### src/rtl/divide_iterative.sv
// rtl/divide_iterative.sv - restoring divider, one quotient bit per clock, valid/ready in and out
// Optional round-half-up stage enabled by defining DIVIDE_ITERATIVE_ROUND_EN.
module divide_iterative #(
   parameter int N_WIDTH = 64,
   parameter int D_WIDTH = 32,
   parameter int Q_WIDTH = 32
) (
   input  logic               Clk,
   input  logic               nReset,
   input  logic               In_Valid,
   output logic               In_Ready,
   input  logic [N_WIDTH-1:0] A,
   input  logic [D_WIDTH-1:0] B,
   output logic               Out_Valid,
   input  logic               Out_Ready,
   output logic [Q_WIDTH-1:0] Q,
   output logic [D_WIDTH-1:0] R,
   output logic               DivZero,
   output logic               Overflow,
   output logic               Busy
);

   localparam int DEN_W = D_WIDTH + Q_WIDTH - 1;
   localparam int W     = (N_WIDTH > DEN_W) ? N_WIDTH : DEN_W;
   localparam int CNT_W = $clog2(Q_WIDTH);

   typedef enum logic [1:0] {S_IDLE, S_RUN, S_ROUND, S_DONE} state_t;

   state_t             state, next_state;
   logic [W-1:0]       rem, den, rem_nxt, a_w, b_w;
   logic [CNT_W-1:0]   count;
   logic               ready_q, accept, b_zero, ovf, sub_ok, last_iter;
`ifdef DIVIDE_ITERATIVE_ROUND_EN
   logic [D_WIDTH-1:0] b_reg;
   logic               round_up;
   assign round_up = {R, 1'b0} >= {1'b0, b_reg};
`endif

   assign a_w       = W'(A);
   assign b_w       = W'(B);
   assign accept    = In_Valid & In_Ready;
   assign b_zero    = (B == '0);
   // High part of A not below B means the quotient cannot fit in Q_WIDTH bits.
   assign ovf       = (a_w >> Q_WIDTH) >= b_w;
   assign sub_ok    = den <= rem;
   assign rem_nxt   = sub_ok ? rem - den : rem;
   assign last_iter = (count == CNT_W'(Q_WIDTH - 1));

   assign In_Ready  = ready_q;
   assign Out_Valid = (state == S_DONE);
   assign Busy      = (state != S_IDLE);

   always_comb begin
      next_state = state;
      case (state)
         S_IDLE:  if (accept) next_state = (b_zero || ovf) ? S_DONE : S_RUN;
`ifdef DIVIDE_ITERATIVE_ROUND_EN
         S_RUN:   if (last_iter) next_state = S_ROUND;
`else
         S_RUN:   if (last_iter) next_state = S_DONE;
`endif
         S_ROUND: next_state = S_DONE;
         S_DONE:  if (Out_Ready) next_state = S_IDLE;
         default: next_state = S_IDLE;
      endcase
   end

   always_ff @(posedge Clk or negedge nReset) begin
      if (!nReset) begin
         state    <= S_IDLE;
         ready_q  <= 1'b0;
         rem      <= '0;
         den      <= '0;
         count    <= '0;
         Q        <= '0;
         R        <= '0;
         DivZero  <= 1'b0;
         Overflow <= 1'b0;
`ifdef DIVIDE_ITERATIVE_ROUND_EN
         b_reg    <= '0;
`endif
      end else begin
         state   <= next_state;
         ready_q <= (next_state == S_IDLE);
         case (state)
            S_IDLE: if (accept) begin
               rem   <= a_w;
               den   <= b_w << (Q_WIDTH - 1);
               count <= '0;
               Q     <= '0;
`ifdef DIVIDE_ITERATIVE_ROUND_EN
               b_reg <= B;
`endif
               if (b_zero) begin
                  Q        <= '1;
                  R        <= a_w[D_WIDTH-1:0];
                  DivZero  <= 1'b1;
                  Overflow <= 1'b0;
               end else if (ovf) begin
                  Q        <= '1;
                  R        <= '0;
                  DivZero  <= 1'b0;
                  Overflow <= 1'b1;
               end
            end
            S_RUN: begin
               Q     <= {Q[Q_WIDTH-2:0], sub_ok};
               rem   <= rem_nxt;
               den   <= den >> 1;
               count <= count + CNT_W'(1);
               if (last_iter) begin
                  R        <= rem_nxt[D_WIDTH-1:0];
                  DivZero  <= 1'b0;
                  Overflow <= 1'b0;
               end
            end
`ifdef DIVIDE_ITERATIVE_ROUND_EN
            // Rounding an all-ones quotient would wrap, so saturate and flag instead.
            S_ROUND: if (round_up) begin
               if (&Q) Overflow <= 1'b1;
               else    Q        <= Q + Q_WIDTH'(1);
            end
`endif
            default: ;
         endcase
      end
   end

endmodule

### config.mk
export PLATFORM = sky130hd
export DESIGN_NAME = divide_iterative
export DESIGN_NICKNAME = d
export VERILOG_FILES = /design/src/rtl/divide_iterative.sv
export SDC_FILE = /design/constraint.sdc
export NUM_CORES = 1
export LEC_CHECK = 0
export CORE_MARGIN = 2
export CORE_UTILIZATION = 55
export DETAILED_ROUTE_END_ITERATION = 12
export DONT_BUFFER_PORTS = 1
export PLACE_DENSITY = 0.7
export SLEW_MARGIN = 20
export SYNTH_ARGS = -nofsm -noshare
export SYNTH_HDL_FRONTEND = slang
export SYNTH_SLANG_ARGS = --single-unit
### constraint.sdc
create_clock -name Clk -period 3.96 [get_ports Clk]
set_clock_uncertainty 0.1 [all_clocks]
set_input_delay 0.792 -clock Clk [delete_from_list [all_inputs] [get_ports Clk]]
set_output_delay 0.792 -clock Clk [all_outputs]
set_load 0.02 [all_outputs]
== After elaboration in Yosys (flattened, before gate mapping) ==
Index checks and enable logic that the tools add are counted.
W data, S select, Z words.

* Bits in registers: 202
* Bits of input ports: 100
* Output and inout port bits: 69
* Word-level logic and storage cells: 62

* $add $sub $neg: 2
* Order comparisons: 2
* Eq/ne operators: 8
* Muxes and demuxes: 30
* Bitwise gates (word level): 1
* Reductions and logical operators: 9

{| class="wikitable"
|+ Operators with widths
! kind !! count
|-
| $pmux W64 S2 || 2
|-
| $mux W32 || 7
|-
| $mux W64 || 3
|-
| $pmux W32 S2 || 2
|-
| $le A64 B64 Y1 || 1
|-
| $sub A64 B64 Y64 || 1
|-
| $ge A32 B32 Y1 || 1
|-
| $logic_not A32 Y1 || 1
|-
| $pmux W5 S2 || 1
|-
| $mux W2 || 4
|-
| $pmux W2 S4 || 1
|-
| $mux W1 || 7
|-
| $ne A2 B2 Y1 const B || 3
|-
| $add A5 B1 Y5 const B || 1
|-
| $eq A5 B5 Y1 const B || 1
|-
| $mux W5 || 1
|-
| $eq A2 B2 Y1 const B || 2
|-
| $logic_not A2 Y1 || 2
|-
| $pmux W1 S2 || 2
|-
| $reduce_and A4 Y1 || 1
|-
| $reduce_bool A2 Y1 || 2
|-
| $ne A3 B3 Y1 const B || 1
|-
| $reduce_and A3 Y1 || 1
|-
| $eq A2 B1 Y1 const B || 1
|-
| 3 further kinds || 3
|}

== Logic depth before layout (Yosys ltp) ==
* Word-level depth: 6
* Depth in mapped cells: 17

== Least setup slack after synthesis ==
OpenSTA, ideal clock, no wires.

* Kind: input to register
* Start point: input B[17]
* End point: register R[13]
* Setup time: 137 ps
* Data arrival time: 3356 ps
* Data required time: 3723 ps
* Slack: 367 ps
* Stages: 15
* Path buffers: 2
* Cells stage by stage: inv_1 -> ha_1 -> a21o_1 -> a21o_1 -> a21o_1 -> a221o_1 -> a21o_1 -> a2111oi_0 -> o211a_1 -> or3_1 -> a21oi_1 -> clkbuf_1 -> clkbuf_1 -> nor2_1 -> a21oi_1

* Longest elaborated chain between the ends: 4

{| class="wikitable"
|+ RTL lines
! element !! line !! source
|-
| from (decl) || 13 || <nowiki>input logic [D_WIDTH-1:0] B,</nowiki>
|-
| branches (longest 4 deep; another with $ge A32 B32 Y1) || -- ||
|-
| to (signal assigned) || 96 || <nowiki>R <= a_w[D_WIDTH-1:0];</nowiki>
|-
| to (signal assigned) || 112 || <nowiki>R <= rem_nxt[D_WIDTH-1:0];</nowiki>
|-
| to (decl) || 17 || <nowiki>output logic [D_WIDTH-1:0] R,</nowiki>
|}

Parallel ways; which one is timed is not known. The select of a mux whose other input is x is not followed.
A chain may end at the register's enable or synchronous reset.

== Final worst setup path ==
* Start point: register rem[0]
* End point: register rem[50]

* Longest elaborated chain between the ends: 3

{| class="wikitable"
|+ RTL lines
! element !! line !! source
|-
| from (decl) || 30 || <nowiki>logic [W-1:0] rem, den, rem_nxt, a_w, b_w;</nowiki>
|-
| from (signal assigned) || 87 || <nowiki>rem <= a_w;</nowiki>
|-
| from (signal assigned) || 108 || <nowiki>rem <= rem_nxt;</nowiki>
|-
| $sub A64 B64 Y64 or $le A64 B64 Y1 (tied branches) || 46, 45 ||
|-
| $mux W64 or $ne A2 B2 Y1 (tied branches) || -- ||
|-
| $pmux W64 S2 or $reduce_and A3 Y1 (tied branches) || -- ||
|}

Several ways; a longest one is shown, not always the timed one. The select of a mux whose other input is x is not followed.

==> summary.txt <==
Synth
  – Largest cells by area after synthesis: dfrtp_1 38%, ha_1 9.1%, nor2_1 6.6%
  – Syn nets: 1837
  – Simple-gate portion of the synthesized area: 17.0%
  – Mux cell area share after synthesis: 2.20%
  – #FFs+latches synth: 201
  – Yosys Warn Count: 0
  – Synth Area in Adders: 9.26%
  – Synth Area in XOR/XNOR: 3.55%
  – Post-synth top area cell: dfrtp_1
  – Synth unique cells: 68
  – Synthesized netlist cell count: 1639
  – Mapped Area: 0.0133 sq mm
  – Sequential share of the synthesized area: 37.8%
  – Synth Area in Compound Gates: 24.4%
  – Synth top area share: 37.8%
  – Post-synth ARST share: 100%
  – Largest family of logic cells by synthesized area: compound AO/OA/AOI/OAI gates
  – Avg Cell Area, Syn: 8.13 sq um
  – Post-synth EDFFs: 0
  – Synth Flop Type: dfrtp_1

Routing
  – Routed WL: 36800 um
  – Drt pass-1 iters: 7
  – DR vias: 12000
  – DRC viols: 0
  – ANT nets after route: 0
  – Starting DRT DRC Count: 1025
  – WL/cell: 18.9 um
  – Vias per cell: 6.12

Clock network
  – Worst-Skew Late Latency: 0.53 ns
  – Setup bufs post-CTS: 0
  – Clock slew at reported path FFs: 0.07 ns
  – Total CTS buffers: 23
  – CTS max path bufs: 3
  – CTS H-tree depth: 1
  – CTS Root Cell: clkbuf_16
  – CTS tree: built
  – Total clock sinks: 201

STA
  – Final Max Slew Viols: 0
  – Final TNS setup: 0 ns
  – Max_slew headroom: 29.2%
  – Unrepaired setup endpoints after global routing: no
  – Period utilisation layout: 93.2%
  – Final setup viols: 0
  – FMAX: 271 MHz
  – Minimum clock period: 3.69 ns
  – Hold Fails Final Rpt: 201
  – Minimum hold slack: -0.146 ns
  – Slew @ Worst Pin: 1.06 ns

Critical path
  – WS Path Type: register to register
  – Worst reg2reg path endpoint: rem[50]$_DFFE_PN0P_
  – Crit path launch type: register
  – CP Capture Type: register
  – Worst R2R Setup Slack: 0.27 ns
  – Crit path DAT: 4.04 ns
  – Crit-path max FO: 4
  – FF-to-FF path depth: 15
  – CP Data Required Time: 4.31 ns
  – R2R Path Start: rem[0]$_DFFE_PN0P_

Power
  – PwrDens: 1090 mW/mm^2
  – Leakage power: 6.81 nW
  – Clock Power Share: 14.0%
  – Worst vdd ir: 0.650 mV
  – Switching share of total power: 49.0%
  – Comb pwr share: 60.3%
  – Switching Power: 7.81 mW
  – Pint: 8.13 mW
  – Reg power frac: 25.7%

Floorplan
  – Starting Density: 56.4%
  – Die area: 0.0255 sq mm
  – IO Pins: 169
  – Rows: 56
  – Die W: 160 um
  – Core area: 0.0236 sq mm
  – Die height: 160 um

Global route
  – Overall routing resource usage: 28.1%
  – Global route overflow: 0
  – Initial antenna violation count: 1
  – Vias in the first global route: 11300
  – First-pass GRT wire length: 59700 um
  – Largest net degree at the start of global routing: 202

Place
  – Post-DP HPWL: 26700 um
  – Gpl congestion: 0.909
  – # placed instances: 1912
  – Port bufs: 0

Layout
  – Area grow syn2layout: 9.68%
  – Share of layout cells above drive strength 1: 6.30%
  – Fin nets: 1816
  – Finished Layout Cells: 1954
  – Commonest cells after routing, fill and taps aside: 234 x nor2_1, 201 x dfrtp_1, 153 x nand2_1
  – Commonest non-fill, non-tap cell in the layout: nor2_1
  – N_diodes: 0

Flow run
  – Max Cap Violations: 0

Outcome
  – Status: finished, violations left
  – Failing checks: hold timing

Worst hold path
  – Worst hold path type: primary input to async pin
==> worst max-delay path, cell delays in order, from the launching register on <==
cell and delay (ns):
dfrtp_1 0.35, inv_1 0.06, ha_1 0.22, fa_1 0.41, nand2b_1 0.18, a21oi_1 0.19, o21ai_1 0.16, o311a_1 0.43
o31a_1 0.33, o41ai_2 0.25, buf_4 0.20, a41o_1 0.21, a21o_1 0.16, a221oi_1 0.10, xor2_1 0.15, o21ai_1 0.12
==> routing by layer <==
metal | GRT usage (%) | wire length (um)
met5 | 0 | 12
met4 | 5.74 | 594
met3 | 5.61 | 2870
met2 | 44.0 | 16500
met1 | 40.8 | 16900
==> power groups by stage <==
stage | logic (mW) | clock network, mW | registers (mW)
floorplan | 7.23 | 0 | 3.87
global placement | 9.24 | 0 | 4.08
detailed placement | 9.42 | 0 | 4.10
CTS | 9.50 | 2.26 | 4.09
global route | 10.7 | 2.36 | 4.19
finish | 9.61 | 2.24 | 4.09
==> through the flow <==
| step | setup slack, ns | total power [mW] | utilization, % | area (sq um) | hold slack, ns |
|---|---|---|---|---|---|
| floorplan | 0.367 | 11.1 | - | 13300 | 0.343 |
| global placement | 0.112 | 13.3 | 58.5 | 13800 | 0.365 |
| detailed placement | 0.0996 | 13.5 | 58.5 | 13800 | 0.377 |
| CTS | 0.174 | 15.8 | 61.9 | 14600 | -0.160 |
| global route | 0.0222 | 17.2 | 61.9 | 14600 | -0.169 |
| finish | 0.268 | 15.9 | 61.9 | 14600 | -0.146 |
==> registers in the layout, summed over array words and instances, names as in the netlist <==
| name | count |
|---|---|
| rem | 64 |
| DivZero | 1 |
| Overflow | 1 |
| In_Ready | 1 |
| count | 5 |
| R | 32 |
| den | 63 |
| state | 2 |
| Q | 32 |
==> kinds of logic (layout without fill, tap and decap cells) <==
kind of cell | after synthesis | in the layout
flip-flops | 201 | 201
AO/OA/AOI/OAI | 523 | 523
AND/OR/NAND/NOR | 529 | 529
buffers and inverters | 205 | 201
adder cells (fa/ha/maj) | 98 | 98
XOR/XNOR | 54 | 54
multiplexers | 29 | 29
==> worst max path at each step <==
stage                             start  cells past startpoint                  end  slack, ns
floorplan                         B[17]                     15    R[13]$_DFFE_PN0P_       0.37
global placement                  A[32]                     14    R[21]$_DFFE_PN0P_       0.11
detailed placement                A[32]                     14     R[1]$_DFFE_PN0P_        0.1
CTS                 den[41]$_DFFE_PN0P_                     15  rem[61]$_DFFE_PN0P_       0.17
global route         rem[0]$_DFFE_PN0P_                     15  rem[50]$_DFFE_PN0P_       0.02
finish               rem[0]$_DFFE_PN0P_                     15  rem[50]$_DFFE_PN0P_       0.27
==> synth_stat cells (all sizes together) (2+ instances only) <==
master	number
a2111oi	2
nor3	9
nand3	54
nand2	155
a31oi	50
and2	8
dfrtp	201
o41ai	2
xnor2	31
o21ai	119
o2111ai	2
o31a	2
mux2i	27
or3	5
a21boi	10
a22oi	16
o211ai	11
a41o	2
nor4	13
o21a	4
o22ai	61
mux2	2
nor2	235
a21oi	140
or2	3
xor2	23
clkbuf	78
a21o	46
a211oi	8
and3	11
o31ai	5
inv	116
nand2b	10
a211o	4
ha	97
buf	11
nor2b	4
a221oi	8
a221o	3
nand4	20
o311a	2
o21bai	14
==> cell type report <==
cell class,instances,area (sq um)
Tap cell,319,399
Clock buffer,32,669
Timing Repair Buffer,43,385
Inverter,116,435
Multi-Input combinational cell,1233,7570
Fill cell,2152,9000
Sequential cell,201,5030
Clock inverter,10,124
==> what timing repair did <==
item                                    in CTS  in global routing
endpoints found under the setup margin       0                  3
hold endpoints to repair                   201                201
gates resized for setup                      0                  3
No activity file was read; power rests on OpenSTA's default activity.
